File: config.mk
export PLATFORM = sky130hd
export DESIGN_NAME = xcvr_tx_word_splitter
export DESIGN_NICKNAME = d
export VERILOG_FILES = /design/src/rtl/xcvr_tx_pkg.sv /design/src/rtl/xcvr_tx_sc_fifo.sv /design/src/rtl/xcvr_tx_word_splitter.sv
export SDC_FILE = /design/constraint.sdc
export NUM_CORES = 1
export LEC_CHECK = 0
export BUFFER_PORTS_ARGS = -buffer_cell sky130_fd_sc_hd__clkbuf_2
export CORE_ASPECT_RATIO = 0.75
export CORE_UTILIZATION = 60
export DETAILED_ROUTE_END_ITERATION = 8
export PLACE_DENSITY = 0.78
export SLEW_MARGIN = 20
export SYNTH_ARGS = -nofsm -noshare
export SYNTH_HDL_FRONTEND = slang
export SYNTH_SLANG_ARGS = --single-unit
File: constraint.sdc
create_clock -name clk -period 12.3 [get_ports clk]
set_input_delay 0.615 -clock clk [delete_from_list [all_inputs] [get_ports clk]]
set_output_delay 0.615 -clock clk [all_outputs]
set_load 0.02 [all_outputs]
File: src/rtl/xcvr_tx_pkg.sv
// rtl/xcvr_tx_pkg.sv - shared widths, idle word default and TX word type for the TX word splitter
package xcvr_tx_pkg;

  localparam int DATA_W_IN  = 128;
  localparam int DATA_W_OUT = 64;

  localparam logic [DATA_W_OUT-1:0] IDLE_WORD_DEFAULT = 64'h07070707_07070707;

  typedef logic [DATA_W_OUT-1:0] tx_word_t;

endpackage

File: src/rtl/xcvr_tx_sc_fifo.sv
// rtl/xcvr_tx_sc_fifo.sv - single-clock show-ahead FIFO of 128-bit words
module xcvr_tx_sc_fifo
  import xcvr_tx_pkg::*;
#(
  parameter int DEPTH = 8
) (
  input  logic                     clk,
  input  logic                     reset_n,
  input  logic                     push,
  input  logic [DATA_W_IN-1:0]     push_data,
  input  logic                     pop,
  output logic                     full,
  output logic                     empty,
  output logic [$clog2(DEPTH):0]   count,
  output logic [DATA_W_IN-1:0]     head
);

  localparam int AW = $clog2(DEPTH);
  localparam logic [AW:0] DEPTH_CNT = (AW+1)'(DEPTH);

  logic [DATA_W_IN-1:0] mem_q [DEPTH];
  logic [AW-1:0]        wr_ptr_q, wr_ptr_d;
  logic [AW-1:0]        rd_ptr_q, rd_ptr_d;
  logic [AW:0]          count_q, count_d;
  logic                 push_ok, pop_ok;

  assign full    = (count_q == DEPTH_CNT);
  assign empty   = (count_q == '0);
  assign count   = count_q;
  assign head    = mem_q[rd_ptr_q];
  assign push_ok = push && !full;
  assign pop_ok  = pop && !empty;

  // Pointers are AW bits wide, so the power-of-two depth wraps them for free.
  always_comb begin
    wr_ptr_d = wr_ptr_q + AW'(push_ok);
    rd_ptr_d = rd_ptr_q + AW'(pop_ok);
    count_d  = count_q;
    if (push_ok && !pop_ok) begin
      count_d = count_q + 1'b1;
    end else if (pop_ok && !push_ok) begin
      count_d = count_q - 1'b1;
    end
  end

  always_ff @(posedge clk or negedge reset_n) begin
    if (!reset_n) begin
      wr_ptr_q <= '0;
      rd_ptr_q <= '0;
      count_q  <= '0;
    end else begin
      wr_ptr_q <= wr_ptr_d;
      rd_ptr_q <= rd_ptr_d;
      count_q  <= count_d;
    end
  end

  always_ff @(posedge clk) begin
    if (push_ok) begin
      mem_q[wr_ptr_q] <= push_data;
    end
  end

endmodule

File: src/rtl/xcvr_tx_word_splitter.sv
// rtl/xcvr_tx_word_splitter.sv - buffers 128-bit words and emits them as 64-bit halves, low half first
module xcvr_tx_word_splitter
  import xcvr_tx_pkg::*;
#(
  parameter int          DEPTH     = 8,
  parameter logic [63:0] IDLE_WORD = IDLE_WORD_DEFAULT,
  parameter int          CNT_W     = 16
) (
  input  logic                    clk,
  input  logic                    reset_n,
  input  logic [DATA_W_IN-1:0]    in_data,
  input  logic                    in_valid,
  output logic                    in_ready,
  input  logic                    tx_enable,
  output tx_word_t                tx_data,
  output logic                    tx_dvalid,
  output logic [$clog2(DEPTH):0]  fill_level,
  input  logic                    clear_stats,
  output logic [CNT_W-1:0]        idle_cnt
);

  logic                 fifo_full, fifo_empty;
  logic [DATA_W_IN-1:0] fifo_head;
  logic                 push, pop;

  tx_word_t             tx_data_q, tx_data_d;
  logic                 tx_dvalid_q, tx_dvalid_d;
  logic                 hs_q, hs_d;
  logic [CNT_W-1:0]     idle_cnt_q, idle_cnt_d;

  assign in_ready = reset_n && !fifo_full;
  assign push     = in_valid && in_ready;

  xcvr_tx_sc_fifo #(
    .DEPTH (DEPTH)
  ) u_fifo (
    .clk       (clk),
    .reset_n   (reset_n),
    .push      (push),
    .push_data (in_data),
    .pop       (pop),
    .full      (fifo_full),
    .empty     (fifo_empty),
    .count     (fill_level),
    .head      (fifo_head)
  );

  // The head is popped only after its high half is loaded, so hs=1 implies a non-empty FIFO.
  always_comb begin
    tx_data_d   = tx_data_q;
    tx_dvalid_d = tx_dvalid_q;
    hs_d        = hs_q;
    idle_cnt_d  = idle_cnt_q;
    pop         = 1'b0;
    if (tx_enable) begin
      if (hs_q) begin
        tx_data_d   = fifo_head[DATA_W_IN-1:DATA_W_OUT];
        tx_dvalid_d = 1'b1;
        hs_d        = 1'b0;
        pop         = 1'b1;
      end else if (!fifo_empty) begin
        tx_data_d   = fifo_head[DATA_W_OUT-1:0];
        tx_dvalid_d = 1'b1;
        hs_d        = 1'b1;
      end else begin
        tx_data_d   = IDLE_WORD;
        tx_dvalid_d = 1'b0;
        if (idle_cnt_q != '1) begin
          idle_cnt_d = idle_cnt_q + 1'b1;
        end
      end
    end
    if (clear_stats) begin
      idle_cnt_d = '0;
    end
  end

  always_ff @(posedge clk or negedge reset_n) begin
    if (!reset_n) begin
      tx_data_q   <= IDLE_WORD;
      tx_dvalid_q <= 1'b0;
      hs_q        <= 1'b0;
      idle_cnt_q  <= '0;
    end else begin
      tx_data_q   <= tx_data_d;
      tx_dvalid_q <= tx_dvalid_d;
      hs_q        <= hs_d;
      idle_cnt_q  <= idle_cnt_d;
    end
  end

  assign tx_data   = tx_data_q;
  assign tx_dvalid = tx_dvalid_q;
  assign idle_cnt  = idle_cnt_q;

endmodule

### Word-level counts from Yosys, hierarchy flattened

Memory sizes are Yosys's and may differ from the RTL's.
Cells that the tools add are included.

* add/sub/neg operators: 5
* multipliers: 0
* div/mod/pow operators: 0
* order comparisons: 0
* eq/ne operators: 3
* shifts and indexed selects: 0
* multiplexer cells: 16
* bitwise logic cells: 0
* reduce and logical (&&, ||, !) cells: 16

Operators with widths (count)
* $mux 64: 2
* $mux 16: 5
* $add 16x1->16 const B: 1
* $ne 16x16->1 const B: 1
* $mux 4: 2
* $reduce_bool 2->1: 4
* $mux 1: 7
* $add 3x1->3: 2
* $logic_and 1x1->1: 6
* $add 4x1->4 const B: 1
* $eq 4x4->1 const B: 1
* $logic_not 1->1: 4
* $logic_not 4->1: 1
* $reduce_and 4->1: 1
* $sub 4x1->4 const B: 1
* $ne 2x2->1 const B: 1

* flip-flop bits (word level): 92
* bits in latches: 0
* memory bits (writable): 1024
* memory bits (read-only): 0
* word-level logic and storage cells: 48
* memories: 1

Memory list
* u_fifo.mem_q: words 8, width 128, read ports 1, clocked after Yosys merged registers in 0, write ports 1, RTL line xcvr_tx_sc_fifo.sv:21 `logic [DATA_W_IN-1:0] mem_q [DEPTH];`

### Logic depth before layout (Yosys ltp)

* depth after elaboration: 9
* gate-level depth with buffers: 11
* gate-level depth less buffers: 9

### Cells and area by module

A second synthesis with hierarchy kept.

* cells, all modules: 1930
* area, all modules: 43352.8 µm²

Modules (own cells, without submodules)
* xcvr_tx_sc_fifo: times used 1, cells each 1538, area an instance 39520.4 µm², seq. area each 30999.7 µm²
* xcvr_tx_word_splitter: times used 1, cells each 392, area an instance 3832.4 µm², seq. area each 2082.0 µm²

### Least setup slack after synthesis

OpenSTA, ideal clock, no wires.

* kind: flip-flop to flip-flop
* start point: reg u_fifo.count_q[0] (netlist: u_fifo.count[0])
* end point: mem u_fifo.mem_q[1][0], enable pin
* arrival time: 9932 ps
* required time: 11528 ps
* slack: 1596 ps
* cell stages (with the launch flop): 5
* buffers on the path: 0
* path through: dfrtp_1 nor3_1 a211oi_1 nand2_1 nor3_1

* cells in the longest elaborated chain, start to end: 7

Ends and longest elaborated chain
* from (decl): RTL line xcvr_tx_sc_fifo.sv:24 `logic [AW:0] count_q, count_d;`
* from (signal assigned): RTL line xcvr_tx_sc_fifo.sv:54 `count_q <= count_d;`
* $eq 4x4->1 *: RTL line xcvr_tx_sc_fifo.sv:27 `assign full = (count_q == DEPTH_CNT);`
* $logic_not 1->1 *: RTL line xcvr_tx_sc_fifo.sv:31, xcvr_tx_word_splitter.sv:31
* $logic_and 1x1->1: RTL line xcvr_tx_word_splitter.sv:31 `assign in_ready = reset_n && !fifo_full;`
* $logic_and 1x1->1: RTL line xcvr_tx_word_splitter.sv:32 `assign push = in_valid && in_ready;`
* $logic_and 1x1->1 *: RTL line xcvr_tx_sc_fifo.sv:31 `assign push_ok = push && !full;`
* $mux 1 *: RTL line xcvr_tx_sc_fifo.sv:59 `if (push_ok) begin`
* $mux 1 (implied by the code) *: RTL line xcvr_tx_sc_fifo.sv:60 `mem_q[wr_ptr_q] <= push_data;`
* to (decl): RTL line xcvr_tx_sc_fifo.sv:21

Every way passes the cells marked *; elsewhere a longest branch is shown, timed or not.

### Worst setup path in the final report

* start point: reg u_fifo.rd_ptr_q[0]
* end point: reg tx_data_q[18] (netlist: tx_data[18])

* cells in the longest elaborated chain, start to end: 3

Ends and longest elaborated chain
* from (decl): RTL line xcvr_tx_sc_fifo.sv:23 `logic [AW-1:0] rd_ptr_q, rd_ptr_d;`
* from (signal assigned): RTL line xcvr_tx_sc_fifo.sv:53 `rd_ptr_q <= rd_ptr_d;`
* $mem_v2 8x128 *
* $mux 64: RTL line xcvr_tx_word_splitter.sv:61 `end else if (!fifo_empty) begin`
* $mux 64 *: RTL line xcvr_tx_word_splitter.sv:56 `if (hs_q) begin`
* to (signal assigned): RTL line xcvr_tx_word_splitter.sv:85 `tx_data_q <= tx_data_d;`
* to (decl): RTL line xcvr_tx_word_splitter.sv:26 `tx_word_t tx_data_q, tx_data_d;`

Marks and branches as above.
A chain may end at the register's enable or synchronous reset.

==> metrics <==
Final Core Density between 60 and 70%; LEAKAGE about 16 nW; Die X-Extent approximately 300 um; Syn Inst Count about 2100; Inserted Clock Buffers around 100; cells on worst reg2reg path 5; Max Fclk 249 MHz; DRT antenna net count 0; vias in the first global route around 22000; Crit Path Category register to register; die area 71700 um^2; num rows 83; Post-Syn Nets 2245; area grow syn2layout 13.1%; Max Fanout on Critical Path 54; nets@finish 2489; final setup skew ~0.030 ns; Initial Util between 60% and 70%; vias approximately 22000; DRC violations left 0; Tightest Pin Transition approximately 1.1 ns; PostCTS Resize Cnt 0; Die Height between 200 and 250 um; Synth async-reset ratio 8.24%; GRT Total Usage a little over a quarter; status complete, no violations; gr ovfl total 0; crit path time final approximately 4 ns; post-route setup TNS 0 ns; root buf cell clkbuf_16; clk buf depth 3; WL/cell between 20 and 30 um; Cell Area, Placed 44500 um^2; first drt pass iteration count 5; average size of a mapped cell a little over 20 um^2; CTS tree yes; Avg Vias per Cell ~6.5; Reg2Reg Launch Point u_fifo.rd_ptr_q[0]; Hold Path Class input pin to asynchronous set/reset pin; reg-to-reg slack, setup approximately 8.3 ns; Final Max Tran Viols 0; Post-synth top flop edfxtp_1; Worst setup SP type register; worst vdd ir 0.136 mV; Seq/Total Area, Yosys 78.1%; Setup Fix Bufs, Post-CTS 0; final WL 94400 um; Crit Reg-Reg Endpoint tx_data[18]; core box area between 60000 and 70000 um^2; RSZ-0062 raised after global routing no; Max-Cap Viols 0; largest net degree at the start of global routing 129; dpl hpwl about 50000 um; Iter 0 DRT Violations 2246; CTS clk-pin slew, worst paths around 0.060 ns; I/O Buffers 218; clk sinks ~1100; Slew headroom 26.3%; CP arrival 4.59 ns; htree depth 3; Worst setup EP type register; Tcrit/Tclk final about 33%; endpoints failing setup 0; # hold bufs at CTS 0; synth unique cells 42; Yosys warnings 0; # fillers 4076; Hold Violations, Final 0; mapped cell area 42400 um^2; initial antenna violation count 18; layout cells sized above 1 around a quarter; critical path required time between 10 and 15 ns; Ports ~220; PwrDens around 220 nW/um^2; GPL Wtd Cong just under 0.8; first-pass GRT wire length ~140000 um; clk_lat worst skew around 0.66 ns; FF+latch count, synth roughly 1100; Design Area, Final roughly 48000 um^2; Post-synth EDFFs approximately 1000
[cells in the mapped netlist (3+ instances only)]
cell type  instances  area share, %
edfxtp_1        1024             73
mux2i_1          297            7.0
mux4_2           128            6.8
a22oi_1           80            1.4
o21ai_0           70           0.83
dfrtp_1           68            4.0
clkbuf_1          58           0.51
o22ai_1           48           0.71
buf_2             46           0.54
a21oi_1           41           0.48
a32oi_1           40           0.83
nor2_1            37           0.33
dfstp_2           24            1.5
o32ai_1           24           0.50
nand2_1           12           0.11
or4_1             12           0.21
o31ai_1           10           0.18
buf_1              9          0.080
ha_1               8           0.24
buf_4              7           0.12
inv_1              7          0.062
nand2b_1           6          0.089
nand4_1            6          0.089
nor3_1             6          0.071
nand3_1            4          0.047
or3_1              4          0.059
and4_1             3          0.062
nor2b_1            3          0.044
xnor2_1            3          0.062
[power breakdown]
| part | total [mW] | internal, mW | leakage, nW | switching [mW] |
|---|---|---|---|---|
| clock network | 3.11 | 1.78 | 1.62 | 1.33 |
| registers | 4.87 | 4.58 | 10.3 | 0.291 |
| logic | 2.71 | 1.10 | 4.39 | 1.61 |
[flip-flops by register name, indices dropped and copies added (netlist names)]
register,flops
tx_dvalid,1
u_fifo.mem_q,1024
idle_cnt,16
tx_data,64
u_fifo.wr_ptr_q,3
u_fifo.rd_ptr_q,3
hs_q,1
u_fifo.count,4
[layout make-up]
type / instances / area (um^2) / area share [%]
inverters: 7 / 26.3 / 0.0549
clock inverters: 33 / 342 / 0.713
flip-flops and latches: 1116 / 33100 / 69.1
repair buffers: 260 / 1450 / 3.04
well taps: 935 / 1170 / 2.44
clock buffers: 157 / 2980 / 6.22
diodes: 6 / 15.0 / 0.0314
multi-input cells: 860 / 8810 / 18.4
[metrics by stage]
stage	hold slack [ns]	std cells	power (mW)	setup WS, ns
global route	0.0963	3372	11.1	8.01
detailed placement	0.501	3176	7.62	7.67
CTS	0.0529	3366	10.7	8.07
finish	0.0609	3374	10.7	8.29
floorplan	0.319	2103	6.80	1.60
global placement	0.484	3176	7.54	7.76
[placed cells by master, fill, tap and decap left out, drive strengths merged, types with 4 or more instances in the layout]
| cell type | netlist | routed |
|---|---|---|
| nand2 | 12 | 12 |
| dfstp | 24 | 24 |
| or3 | 4 | 4 |
| edfxtp | 1024 | 1024 |
| nand2b | 6 | 6 |
| a21oi | 41 | 41 |
| mux2i | 297 | 297 |
| o32ai | 24 | 24 |
| o22ai | 48 | 48 |
| buf | 62 | 43 |
| o31ai | 10 | 10 |
| nand4 | 6 | 6 |
| inv | 7 | 12 |
| ha | 8 | 8 |
| dfrtp | 68 | 68 |
| clkinvlp | 0 | 4 |
| a22oi | 80 | 80 |
| clkinv | 0 | 19 |
| a32oi | 40 | 40 |
| clkbuf | 58 | 374 |
| mux4 | 128 | 128 |
| nand3 | 4 | 4 |
| nor2 | 37 | 37 |
| diode | 0 | 6 |
| o21ai | 70 | 70 |
| bufinv | 0 | 5 |
| nor3 | 6 | 6 |
| or4 | 12 | 12 |
[cell families (layout without fill, tap and decap cells)]
group                      count (synthesis)  after routing  share of synthesized area (%)
DFF                                     1116           1116                           78.1
muxes                                    426            426                           13.8
AOI/OAI and AO/OA                        318            318                           5.03
buffers and inverters                    127            457                           1.32
and+or+nand+nor                          102            102                           1.32
adders and majority gates                  9              9                          0.284
xor gates and xnor gates                   5              5                          0.103
other                                      0              6                              0
[per-layer routing]
layer | vias to the layer above | track usage, % | part of all wire, %
met5 | - | 0 | 0.15
met4 | 22 | 7.67 | 2.3
met3 | 163 | 5.53 | 9.0
met2 | 1090 | 42.5 | 48
met1 | 11321 | 37.8 | 40
li1 | 9220 | - | -
[worst max path at each step]
stage,start,end,slack (ns),cells past startpoint
after floorplan,u_fifo.count[0],u_fifo.mem_q[1][0],1.60,4
after global placement,reset_n,u_fifo.mem_q[7][127],7.76,6
after detailed placement,reset_n,u_fifo.mem_q[7][127],7.67,6
after CTS,u_fifo.rd_ptr_q[1],tx_data[40],8.07,6
after global routing,u_fifo.rd_ptr_q[0],tx_data[18],8.01,5
final,u_fifo.rd_ptr_q[0],tx_data[18],8.29,5
[critical path: stages (launching register included)]
cell and delay, ns:
dfrtp_4 0.98, buf_4 0.89, buf_4 0.89, mux4_2 0.61, o22ai_1 0.33, a21oi_1 0.12
Power figures use the tool's default switching activity.
